<file path="src/rtl/enm_pkg.sv">
// Shared enemy constants, HP/coordinate types and phase helpers for the HP and movement blocks.
package enm_pkg;

  localparam int NUM_ENM = 4;
  localparam int HP_W    = 7;
  localparam int CRD_W   = 10;

  localparam logic [HP_W-1:0]  PH1_TH       = 7'd80;
  localparam logic [HP_W-1:0]  PH2_TH       = 7'd40;
  localparam logic [HP_W-1:0]  HP_INIT      = 7'd120;
  localparam logic [HP_W-1:0]  DMG          = 7'd10;
  localparam logic [CRD_W-1:0] HIT_R        = 10'd12;
  localparam logic [7:0]       INVULN       = 8'd30;
  localparam logic [7:0]       REGEN_PERIOD = 8'd60;

  typedef logic [HP_W-1:0]  hp_t;
  typedef logic [CRD_W-1:0] crd_t;

  typedef enum logic [1:0] {
    PH_1,
    PH_2,
    PH_3
  } phase_e;

  function automatic phase_e phase_of(input hp_t hp);
    if (hp > PH1_TH) return PH_1;
    if (hp > PH2_TH) return PH_2;
    return PH_3;
  endfunction

  // Highest HP reachable by regen without leaving the current movement phase.
  function automatic hp_t phase_cap(input hp_t hp);
    case (phase_of(hp))
      PH_1:    return HP_INIT;
      PH_2:    return PH1_TH;
      default: return PH2_TH;
    endcase
  endfunction

  function automatic logic [CRD_W:0] abs_diff(input crd_t a, input crd_t b);
    logic signed [CRD_W:0] d;
    d = $signed({1'b0, a}) - $signed({1'b0, b});
    return (d < 0) ? $unsigned(-d) : $unsigned(d);
  endfunction

endpackage

</file>
<file path="src/rtl/enm_hp_slot.sv">
// One enemy's HP, hit-immunity cooldown and kill pulse.
// Optional HP regeneration is built only when ENM_REGEN_EN is defined.
module enm_hp_slot
  import enm_pkg::*;
(
  input  logic clk22,
  input  logic init,
  input  logic hit_accept_contact,
  output hp_t  hp,
  output logic kill
);

  logic [7:0] cooldown;
  logic       accept;
  hp_t        hp_after_hit;

  assign accept       = hit_accept_contact && (cooldown == 8'd0) && (hp != '0);
  assign hp_after_hit = (hp > DMG) ? hp - DMG : '0;

`ifdef ENM_REGEN_EN
  logic [7:0] regen_cnt;
  logic       regen_tick;

  assign regen_tick = (hp != '0) && (cooldown == 8'd0) && (regen_cnt == REGEN_PERIOD - 8'd1);

  // Regen time only accumulates while the enemy is alive and out of cooldown.
  always_ff @(posedge clk22) begin
    if (init) begin
      regen_cnt <= 8'd0;
    end else if (accept || regen_tick || (hp == '0) || (cooldown != 8'd0)) begin
      regen_cnt <= 8'd0;
    end else begin
      regen_cnt <= regen_cnt + 8'd1;
    end
  end
`endif

  // Cooldown is loaded one short so the hit cycle itself counts as the first immune cycle.
  always_ff @(posedge clk22) begin
    if (init) begin
      hp       <= HP_INIT;
      cooldown <= 8'd0;
      kill     <= 1'b0;
    end else begin
      kill <= accept && (hp_after_hit == '0);
      if (accept) begin
        cooldown <= INVULN - 8'd1;
      end else if (cooldown != 8'd0) begin
        cooldown <= cooldown - 8'd1;
      end
      if (accept) begin
        hp <= hp_after_hit;
      end
`ifdef ENM_REGEN_EN
      else if (regen_tick && (hp < phase_cap(hp))) begin
        hp <= hp + 7'd1;
      end
`endif
    end
  end

endmodule

</file>
<file path="src/rtl/enm_hp_ctrl.sv">
// Enemy HP controller: bullet contact detection, lowest-index priority, score and all-clear.
// Define ENM_REGEN_EN to build the per-enemy HP regeneration.
module enm_hp_ctrl
  import enm_pkg::*;
(
  input  logic             clk22,
  input  logic             rst,
  input  logic             gamestart,
  input  logic             hit_valid,
  input  logic [CRD_W-1:0] hit_x,
  input  logic [CRD_W-1:0] hit_y,
  input  logic [3:0]       enm_alive,
  input  logic [CRD_W-1:0] enmx1,
  input  logic [CRD_W-1:0] enmx2,
  input  logic [CRD_W-1:0] enmx3,
  input  logic [CRD_W-1:0] enmx4,
  input  logic [CRD_W-1:0] enmy1,
  input  logic [CRD_W-1:0] enmy2,
  input  logic [CRD_W-1:0] enmy3,
  input  logic [CRD_W-1:0] enmy4,
  output logic [HP_W-1:0]  enmhp1,
  output logic [HP_W-1:0]  enmhp2,
  output logic [HP_W-1:0]  enmhp3,
  output logic [HP_W-1:0]  enmhp4,
  output logic             hit_ack,
  output logic [3:0]       kill,
  output logic [9:0]       score,
  output logic             all_clear
);

  logic               init;
  crd_t               enm_x [NUM_ENM];
  crd_t               enm_y [NUM_ENM];
  hp_t                hp    [NUM_ENM];
  logic [NUM_ENM-1:0] contact;
  logic [NUM_ENM-1:0] sel;
  logic [NUM_ENM-1:0] kill_w;
  logic               all_zero;

  assign init = rst | gamestart;

  assign enm_x[0] = enmx1;
  assign enm_x[1] = enmx2;
  assign enm_x[2] = enmx3;
  assign enm_x[3] = enmx4;
  assign enm_y[0] = enmy1;
  assign enm_y[1] = enmy2;
  assign enm_y[2] = enmy3;
  assign enm_y[3] = enmy4;

  always_comb begin
    contact = '0;
    for (int i = 0; i < NUM_ENM; i++) begin
      contact[i] = hit_valid && enm_alive[i] && (hp[i] != '0)
                && (abs_diff(hit_x, enm_x[i]) < {1'b0, HIT_R})
                && (abs_diff(hit_y, enm_y[i]) < {1'b0, HIT_R});
    end
  end

  // Isolate the lowest set bit so one bullet can damage at most one enemy.
  assign sel = contact & (~contact + 4'd1);

  for (genvar i = 0; i < NUM_ENM; i++) begin : g_slot
    enm_hp_slot u_slot (
      .clk22              (clk22),
      .init               (init),
      .hit_accept_contact (sel[i]),
      .hp                 (hp[i]),
      .kill               (kill_w[i])
    );
  end

  assign enmhp1   = hp[0];
  assign enmhp2   = hp[1];
  assign enmhp3   = hp[2];
  assign enmhp4   = hp[3];
  assign kill     = kill_w;
  assign all_zero = (hp[0] == '0) && (hp[1] == '0) && (hp[2] == '0) && (hp[3] == '0);

  always_ff @(posedge clk22) begin
    if (init) begin
      hit_ack   <= 1'b0;
      score     <= 10'd0;
      all_clear <= 1'b0;
    end else begin
      hit_ack   <= |contact;
      all_clear <= all_clear | all_zero;
      if ((kill_w != '0) && (score != 10'h3FF)) begin
        score <= score + 10'd1;
      end
    end
  end

endmodule

</file>
<file path="config.mk">
export PLATFORM = sky130hd
export DESIGN_NAME = enm_hp_ctrl
export DESIGN_NICKNAME = d
export VERILOG_FILES = /design/src/rtl/enm_pkg.sv /design/src/rtl/enm_hp_slot.sv /design/src/rtl/enm_hp_ctrl.sv
export SDC_FILE = /design/constraint.sdc
export NUM_CORES = 1
export LEC_CHECK = 0
export ABC_AREA = 1
export CELL_PAD_IN_SITES_DETAIL_PLACEMENT = 1
export CELL_PAD_IN_SITES_GLOBAL_PLACEMENT = 2
export CORE_UTILIZATION = 31
export DETAILED_ROUTE_END_ITERATION = 12
export GPL_TIMING_DRIVEN = 0
export PLACE_DENSITY_LB_ADDON = 0.25
export RECOVER_POWER = 25
export SYNTH_ARGS = -nofsm -noshare
export SYNTH_HDL_FRONTEND = slang
export SYNTH_SLANG_ARGS = --single-unit
export TNS_END_PERCENT = 1
</file>
<file path="constraint.sdc">
create_clock -name clk22 -period 5.3 [get_ports clk22]
set_input_delay 1.06 -clock clk22 [delete_from_list [all_inputs] [get_ports clk22]]
set_output_delay 1.06 -clock clk22 [all_outputs]
set_load 0.01 [all_outputs]
</file>
==> results of run 1 <==
## flip-flops by register name (all words and copies together) (netlist names)
signal / cells
all_clear: 1
g_slot.u_slot.cooldown: 32
score: 10
g_slot.u_slot.kill: 4
g_slot.u_slot.hp: 28
hit_ack: 1
## cells by family (layout without fill, tap and decap cells)
group                      count (synthesis)  after routing
buffers and inverters                    351            517
adders and majority gates                 97             97
AOI/OAI and AO/OA                        185            185
DFF                                       76             76
xor gates and xnor gates                  64             64
other                                      0              1
and+or+nand+nor                          910            910
## path summary, 6_finish.rpt
check                                       startpoint                endpoint  slack (ps)  depth (start not counted)
worst max-delay path                          hit_y[1]  g_slot[3].u_slot.hp[4]         940                         20
worst min register to register               all_clear               all_clear         460                          2
worst min-delay path                         all_clear               all_clear         460                          2
worst max register to register  g_slot[0].u_slot.hp[4]  g_slot[0].u_slot.hp[6]        2650                         17
## worst max-delay path: cells and delay by family
family                   cells  cell delay [ps]
adder cells (fa/ha/maj)      1              490
buffers and inverters        5             1340
AND/OR/NAND/NOR             14             1640
## placed cells by master (no fill, tap or decap), types with 9 or more instances in the layout
master and instances:
inv_2 11, nand3_2 10, nand3_1 156, xor2_1 49, inv_1 325, nand2_2 13, dfxtp_1 76, o21ai_1 9
dlygate4sd3_1 29, nor2_1 175, clkdlybuf4s50_1 122, xnor2_1 11, nand4_1 33, o21bai_1 9, clkbuf_16 9, ha_1 89
nand2_1 446, nand3b_1 13, nor2_2 11, a21oi_1 77, o21ai_0 49, nor3_1 25
## power by group through the flow
stage	Sequential, mW	Clock, mW	Combinational [mW]
after floorplan	0.747	0	1.46
after global placement	0.764	0	1.85
after detailed placement	0.765	0	1.90
after CTS	0.755	0.678	1.91
after global routing	0.768	0.709	2.17
final	0.755	0.665	1.89
## layer usage
metal	wire, µm	track usage, %	up-vias
met5	0	0	-
met4	202	2.359	0
met3	908	2.688	16
met2	15080	35.46	125
met1	15550	25.97	4913
li1	-	-	5651
## area by class of cell
type                    instances  area [µm²]  share of cell area, %
clock buffers                   9       225.2                  1.847
multi-input cells            1256        6987                  57.30
plain buffers                  14       95.09                 0.7799
clock inverters                 6       87.58                 0.7183
repair buffers                151        1511                  12.40
flip-flops and latches         76        1521                  12.48
diodes                          1       2.502                0.02052
inverters                     337        1267                  10.40
well taps                     396       495.5                  4.064
## per-stage QoR
step                      cell area, µm²  utilization (%)
final                              12190            39.35
after CTS                          12190            39.34
after floorplan                     9872                -
after global placement             11880            38.33
after detailed placement           11880            38.33
after global routing               12190            39.34
==> results.txt, run 1 <==
Status: complete, no violations
CP arrival: 4550 ps
Initial drt markers: 371
Final Worst Setup Slack: 935.5 ps
Startpoint types: primary input
Final Slew Violations: 0
H-tree depth: 3
Worst slack, placed: 486.8 ps
Proportion of synthesized area in mux cells: 0%
Async SR Flop Fraction: 0%
I/O pins: 152
Rows: 64
Overflow after GRT: 0
Resized Gates After CTS: 0
Synth Area in XOR/XNOR: 5.982%
Period Utilization, post-route: 82.35%
Least-Margin Pin Slew: 792.8 ps
Post-synthesis cell type count: 56
Hold buffers post-CTS: 0
Yosys warning count: 0
Peak per-stage delay on the critical path: 830 ps
Global-route wire length before repair: 53.37 mm
Crit-path cells: clkdlybuf4s50_1 -> inv_1 -> fa_1 -> inv_1 -> nand3_1 -> nand2_1 -> nand2_1 -> nand2_1 -> inv_1 -> nor2_2 -> nand3_2 -> nand3_1 -> nand4_1 -> nor3_1 -> nand3_1 -> nor2_2 -> nand3_4 -> buf_6 -> nand2_1 -> nand3_1
Critical setup path kind: in2reg
Area share of the leading cell type in the synthesized netlist: 16.96%
Worst VDD drop: 0.1804 mV
#FFs+latches synth: 76
Slowest cell on crit path: clkdlybuf4s50_1
Via count: 10710
Synth top cells by count: 446 x nand2_1, 325 x inv_1, 175 x nor2_1
Initial Util: 31.86%
Largest net degree at the start of global routing: 14
Sw Share: 45.28%
Max-slew headroom: 47.14%
Core Area: 30990 µm²
Largest family of logic cells by synthesized area: simple AND/OR/NAND/NOR gates
Clk_skew: 10.40 ps
Number of routed nets with antenna violations: 0
Placed cell count: 2230
Post-synthesis compound-gate area fraction: 10.89%
Total die area: 32560 µm²
Setup TNS: 0 ps
Final setup viols: 0
CP Max Fanout: 10
Vias in the first global route: 11020
Clk sinks: 76
Setup crit end kind: flip-flop
Worst hold-check path type: reg2reg
Die H: 180.5 µm
Drt first pass iters: 4
RSZ-0062 raised after global routing: no
Number of synthesized flops with an enable pin: 0
Port buffer count: 151
Area growth from synthesis to layout: 23.51%
Most common cell in the netlist: nand2_1
Leakage: 6.447 nW
Post-Synth Adder-Cell Area: 12.90%
Area leader, netlist: nand2_1
Final min period: 4365 ps
Placer Congestion: 0.8439
Fillcell total: 4221
Setup Buffers After CTS: 0
Clock power share: 20.1%
Layout cells sized above 1: 5.625%
Synth Flop Type: dfxtp_1
Worst skew pair latency: 340 ps
Synth Area in Simple Gates: 41.00%
WHS: 464.9 ps
Post-Layout Cell Count: 2246
Required @ worst endpoint: 5490 ps
Via/cell ratio: 4.766
CTS tree: yes
Comb pwr share: 57.1%
Max-cap violation count: 0
Seq/Total Area, Yosys: 15.41%
Internal power: 1.810 mW
Cell Pwr Density: 271.2 nW/µm²
Top cells by area, synth: nand2_1 17%, dfxtp_1 15%, inv_1 12%, ha_1 11%, nand3_1 7.9%
Final wirelength: 31.74 mm
Fin. Hold Viols: 0
Power, Total: 3.307 mW
Clock buffer depth: 2
DRC: 0
Gate Count Post-Synth: 1683
Mean area per synthesized cell: 5.866 µm²
Initial antenna violation count: 0
Reg clk slew, reported paths: 60 ps
Syn Nets: 1888
TritonCTS buffer count: 9
Die W: 180.5 µm
Tot GR Track Use: 19.89%
Post-Synthesis Cell Area: 9872 µm²
Post-DR wirelength/cell: 14.13 µm
Sw Pwr: 1.497 mW
HPWL after detailed placement: 27.15 mm
Nets: 2050
Flop pwr share: 22.8%
Root Buffer Master: clkbuf_16
Max Clk Rate: 229.1 MHz
No activity file was read; power rests on OpenSTA's default activity.
==> run 2: changes to the inputs <==
--- a/config.mk
+++ b/config.mk
@@ -8,7 +8,7 @@
 export ABC_AREA = 1
 export CELL_PAD_IN_SITES_DETAIL_PLACEMENT = 1
 export CELL_PAD_IN_SITES_GLOBAL_PLACEMENT = 2
-export CORE_UTILIZATION = 31
+export CORE_UTILIZATION = 26
 export DETAILED_ROUTE_END_ITERATION = 12
 export GPL_TIMING_DRIVEN = 0
 export PLACE_DENSITY_LB_ADDON = 0.25
==> constraint.sdc (replaced) <==
create_clock -name clk22 -period 3.6 [get_ports clk22]
set_input_delay 0.72 -clock clk22 [delete_from_list [all_inputs] [get_ports clk22]]
set_output_delay 0.72 -clock clk22 [all_outputs]
set_load 0.01 [all_outputs]
==> run 2 against run 1 <==
Compared with the run above:
- final area up 11%
- routed wire length up 6.5%
- worst hold slack better by 6.5 ps
- critical path type unchanged
- largest power group unchanged
- global-route usage down 2.5 points
==> results.txt, run 2 (synthesized netlist as in run 1, its figures left out) <==
Setup crit end kind: flip-flop
I/O pins: 152
TritonCTS buffer count: 9
Reg clk slew, reported paths: 60 ps
Design area: 13500 µm²
Final min period: 3431 ps
Least-Margin Pin Slew: 835.3 ps
CP Max Fanout: 7
Initial drt markers: 318
Worst slack, placed: -863.7 ps
Initial antenna violation count: 0
Required @ worst endpoint: 3860 ps
Period Utilization, post-route: 95.30%
Fillcell total: 4899
Post-placement cell area: 12020 µm²
DRC: 0
Die W: 196.9 µm
Initial Util: 26.33%
RSZ-0062 raised after global routing: yes
Fin. Hold Viols: 0
Final setup viols: 0
Port buffer count: 151
Area growth from synthesis to layout: 36.74%
Cell Pwr Density: 383.7 nW/µm²
Layout cells sized above 1: 15.46%
Largest register FFs: 32
Largest registers: g_slot.u_slot.cooldown (32), g_slot.u_slot.hp (28), score (10)
Post-DR wirelength/cell: 14.13 µm
Clk_skew: 6.174 ps
Final Slew Violations: 0
Placed cell count: 2345
Tot GR Track Use: 17.37%
WHS: 471.4 ps
Via count: 10960
Biggest register: g_slot.u_slot.cooldown
Worst VDD drop: 0.2290 mV
Setup TNS: 0 ps
Global-route wire length before repair: 54.81 mm
Nets: 2082
Status: complete, no violations
Clock buffer depth: 2
Vias in the first global route: 11080
Die H: 196.9 µm
Startpoint types: primary input
Commonest cells after routing, fill and taps aside: 424 x nand2_1, 308 x inv_1, 159 x nor2_1, 142 x nand3_1, 96 x clkdlybuf4s50_1
Leakage: 6.816 nW
Total die area: 38750 µm²
Critical setup path kind: in2reg
CP arrival: 3690 ps
CTS tree: yes
Placer Congestion: 0.8261
Max-cap violation count: 0
Via/cell ratio: 4.581
Largest net degree at the start of global routing: 13
Max-slew headroom: 44.11%
Commonest non-fill, non-tap cell in the layout: nand2_1
Max Clk Rate: 291.5 MHz
Overflow after GRT: 0
Root Buffer Master: clkbuf_16
Final Worst Setup Slack: 169.2 ps
Worst hold-check path type: reg2reg
Core Area: 37490 µm²
Post-Layout Cell Count: 2393
HPWL after detailed placement: 28.04 mm
Diodes inserted: 0
Number of routed nets with antenna violations: 0
Worst skew pair latency: 340 ps
Clk sinks: 76
Rows: 71
H-tree depth: 3
Drt first pass iters: 4
Final wirelength: 33.82 mm
[run 2: cell count changes in the layout (fill, tap and decap cells not counted), moves of 20 or more]
cell             previous run  this run
buf_4                       5        32
nand2_2                    13        33
ha_1                       89        52
nand2_1                   446       424
ha_4                        0        22
clkdlybuf4s50_1           122        96
[run 2: repair_timing]
item,in CTS,in global routing
hold buffers,0,0
gates cloned,1,1
buffers inserted,12,18
pin swaps,24,57
resized for setup,79,165
setup endpoints to repair,59,59
[run 2: final cells by class]
class | count | area, µm² | share of cell area, %
buffer | 14 | 112.6 | 0.8342
clock buffer | 11 | 232.7 | 1.724
clock inverter | 5 | 100.1 | 0.7415
inverter | 337 | 1277 | 9.463
multi-input combinational | 1256 | 7816 | 57.90
sequential | 76 | 1521 | 11.27
tap | 511 | 639.4 | 4.736
timing repair buffer | 183 | 1799 | 13.33
[run 2: final timing paths]
kind | start | end | slack (ps) | cells after the start
max | enmx4[0] | g_slot[3].u_slot.cooldown[2] | 170 | 20
min | score[4] | score[4] | 470 | 2
max reg2reg | g_slot[0].u_slot.hp[4] | g_slot[3].u_slot.cooldown[2] | 980 | 17
min reg2reg | score[4] | score[4] | 470 | 2
[run 2: routing by layer]
metal	share of wire, %	vias up	wire length [µm]	global-route usage (%)
met2	49	101	16490	31.37
met5	0	-	0	0
li1	-	5708	-	-
met3	1.8	17	614	1.523
met4	0.67	0	225	2.326
met1	49	5137	16490	22.78
[run 2: where the power goes]
part	switching (mW)	leakage (nW)	internal [mW]
Combinational	1.86	6.04	1.17
Clock	0.362	0.163	0.676
Sequential	0.114	0.617	0.999
Total	2.33	6.82	2.85
[run 2: worst max-delay path: stages]
cell	delay, ps
clkdlybuf4s50_1	480
ha_2	170
inv_2	40
fa_2	510
inv_1	40
nand2_2	60
a21oi_2	40
nand3_2	130
buf_4	120
buf_4	90
nand2_1	40
nand2_1	70
nand2_1	70
nor3_2	220
nand3_4	140
nor2_4	140
nand3_4	160
buf_12	180
buf_16	130
a21oi_4	130
[run 2: per-stage QoR]
stage                     utilization (%)  total power [mW]
final                               36.01             5.180
after global routing                36.01             5.700
after CTS                           33.88             5.071
after detailed placement            32.07             3.936
after global placement              32.07             3.872
after floorplan                         -             3.250
==> run 3: changes to the inputs <==
--- a/config.mk
+++ b/config.mk
@@ -9,10 +9,12 @@
 export CELL_PAD_IN_SITES_DETAIL_PLACEMENT = 1
 export CELL_PAD_IN_SITES_GLOBAL_PLACEMENT = 2
 export CORE_UTILIZATION = 26
+export CTS_CLUSTER_SIZE = 30
 export DETAILED_ROUTE_END_ITERATION = 12
 export GPL_TIMING_DRIVEN = 0
 export PLACE_DENSITY_LB_ADDON = 0.25
 export RECOVER_POWER = 25
+export SETUP_SLACK_MARGIN = 0.5
 export SYNTH_ARGS = -nofsm -noshare
 export SYNTH_HDL_FRONTEND = slang
 export SYNTH_SLANG_ARGS = --single-unit
==> run 3 against run 2 <==
Compared with the run above:
- clock power fell by 16%
- largest cell class unchanged
- global-route usage increased by 0.93 points
- combinational power increased by 7.9%
- critical path depth grew 3
- register-to-register slack better by 50 ps
==> results.txt, run 3 (synthesized netlist as in run 1, its figures left out) <==
Slowest cell on crit path: clkdlybuf4s50_1
Period Utilization, post-route: 90.89%
Clock buffer depth: 2
Rows: 71
DRC: 0
Largest register FFs: 32
Reg clk slew, reported paths: 60 ps
Initial antenna violation count: 0
Power, Total: 5.257 mW
Worst r2r path cells: 14
Least-Margin Pin Slew: 911.1 ps
Vias in the first global route: 11630
Initial Util: 26.33%
Setup crit end kind: flip-flop
Post-DR wirelength/cell: 14.53 µm
CP arrival: 3460 ps
Commonest non-fill, non-tap cell in the layout: nand2_1
Final Util: 38.82%
Biggest register: g_slot.u_slot.cooldown
Cell Pwr Density: 361.3 nW/µm²
Peak per-stage delay on the critical path: 450 ps
Clk_skew: 7.253 ps
Placed cell count: 2345
Area growth from synthesis to layout: 47.40%
HPWL after detailed placement: 28.11 mm
CTS tree: yes
Startpoint types: primary input
Worst skew pair latency: 330 ps
Fin. Hold Viols: 0
Final Slew Violations: 0
WHS: 466.2 ps
TritonCTS buffer count: 9
Max Clk Rate: 305.6 MHz
RSZ-0062 raised after global routing: yes
Overflow after GRT: 0
Layout cells sized above 1: 23.64%
Required @ worst endpoint: 3790 ps
I/O pins: 152
Port buffer count: 151
Final Worst Setup Slack: 328.0 ps
Final min period: 3272 ps
Critical setup path kind: in2reg
Via count: 11150
CP Max Fanout: 7
Largest registers: g_slot.u_slot.cooldown (32), g_slot.u_slot.hp (28), score (10)
Design area: 14550 µm²
Tot GR Track Use: 18.30%
Hold buffers post-CTS: 0
Crit-path cells: clkdlybuf4s50_1 -> inv_1 -> ha_4 -> nand2_2 -> nand2_4 -> inv_4 -> nand2_4 -> nand2_2 -> nand2_1 -> nand2_1 -> nand2_2 -> nand3_4 -> nor2_4 -> nand2_1 -> nand3_1 -> nand2_1 -> nand3_2 -> nor2_4 -> nor2_4 -> nand3_4 -> buf_8 -> nand2_4 -> nand3_2
Max-slew headroom: 38.74%
Leakage: 6.962 nW
Core Area: 37490 µm²
Status: complete, no violations
Hold Path Depth: 2
Diodes inserted: 0
Placer Congestion: 0.8050
Global-route wire length before repair: 57.92 mm
Max-cap violation count: 0
Die W: 196.9 µm
Worst slack, placed: -881.4 ps
Total die area: 38750 µm²
Worst VDD drop: 0.2327 mV
Root Buffer Master: clkbuf_16
Commonest cells after routing, fill and taps aside: 391 x nand2_1, 291 x inv_1, 150 x nor2_1, 126 x nand3_1, 76 x dfxtp_1
Largest net degree at the start of global routing: 12
Final setup viols: 0
H-tree depth: 3
Nets: 2112
Post-Layout Cell Count: 2423
Initial drt markers: 359
Fillcell total: 4818
Final wirelength: 35.21 mm
Setup TNS: 0 ps
CP dominant cell by count: nand2_1
Die H: 196.9 µm
Post-placement cell area: 12040 µm²
Number of routed nets with antenna violations: 0
Worst hold-check path type: reg2reg
Clk sinks: 76
Via/cell ratio: 4.603
Drt first pass iters: 4
run 3: metal layers:
| metal | wire length [µm] | GRT usage (%) | up-vias |
|---|---|---|---|
| li1 | - | - | 5770 |
| met1 | 16940 | 23.92 | 5230 |
| met2 | 17060 | 33.15 | 124 |
| met3 | 829 | 1.506 | 28 |
| met4 | 376 | 2.613 | 0 |
| met5 | 0 | 0 | - |
run 3: final cells by class:
class,count,area (µm²),share of cell area [%]
multi-input combinational,1256,8656,59.48
clock inverter,1,5.005,0.03439
timing repair buffer,213,2037,14.00
inverter,337,1304,8.960
sequential,76,1521,10.46
clock buffer,15,277.8,1.909
tap,511,639.4,4.394
buffer,14,111.4,0.7653
run 3: what timing repair did:
action,4_1_cts,5_1_grt
endpoints found under the setup margin,59,59
setup buffers,50,10
pin swaps,134,61
resized for setup,388,94
cloned,2,0
run 3: critical path, delay by kind of cell:
| family | cells | cell delay (ps) |
|---|---|---|
| buffers and inverters | 4 | 760 |
| AND/OR/NAND/NOR | 18 | 1660 |
| adder cells (fa/ha/maj) | 1 | 320 |
run 3: final timing paths:
path,from,endpoint,slack [ps]
setup / recovery,enmy2[2],g_slot[3].u_slot.hp[4],330
hold / removal,all_clear,all_clear,470
setup reg to reg,g_slot[3].u_slot.hp[4],g_slot[3].u_slot.hp[4],1030
hold reg to reg,all_clear,all_clear,470
run 3: power by group:
part           switching [mW]  total (mW)  internal (mW)
sequential              0.114        1.11          0.999
clock                   0.346       0.870          0.524
combinational            1.97        3.27           1.31
total                    2.43        5.26           2.83
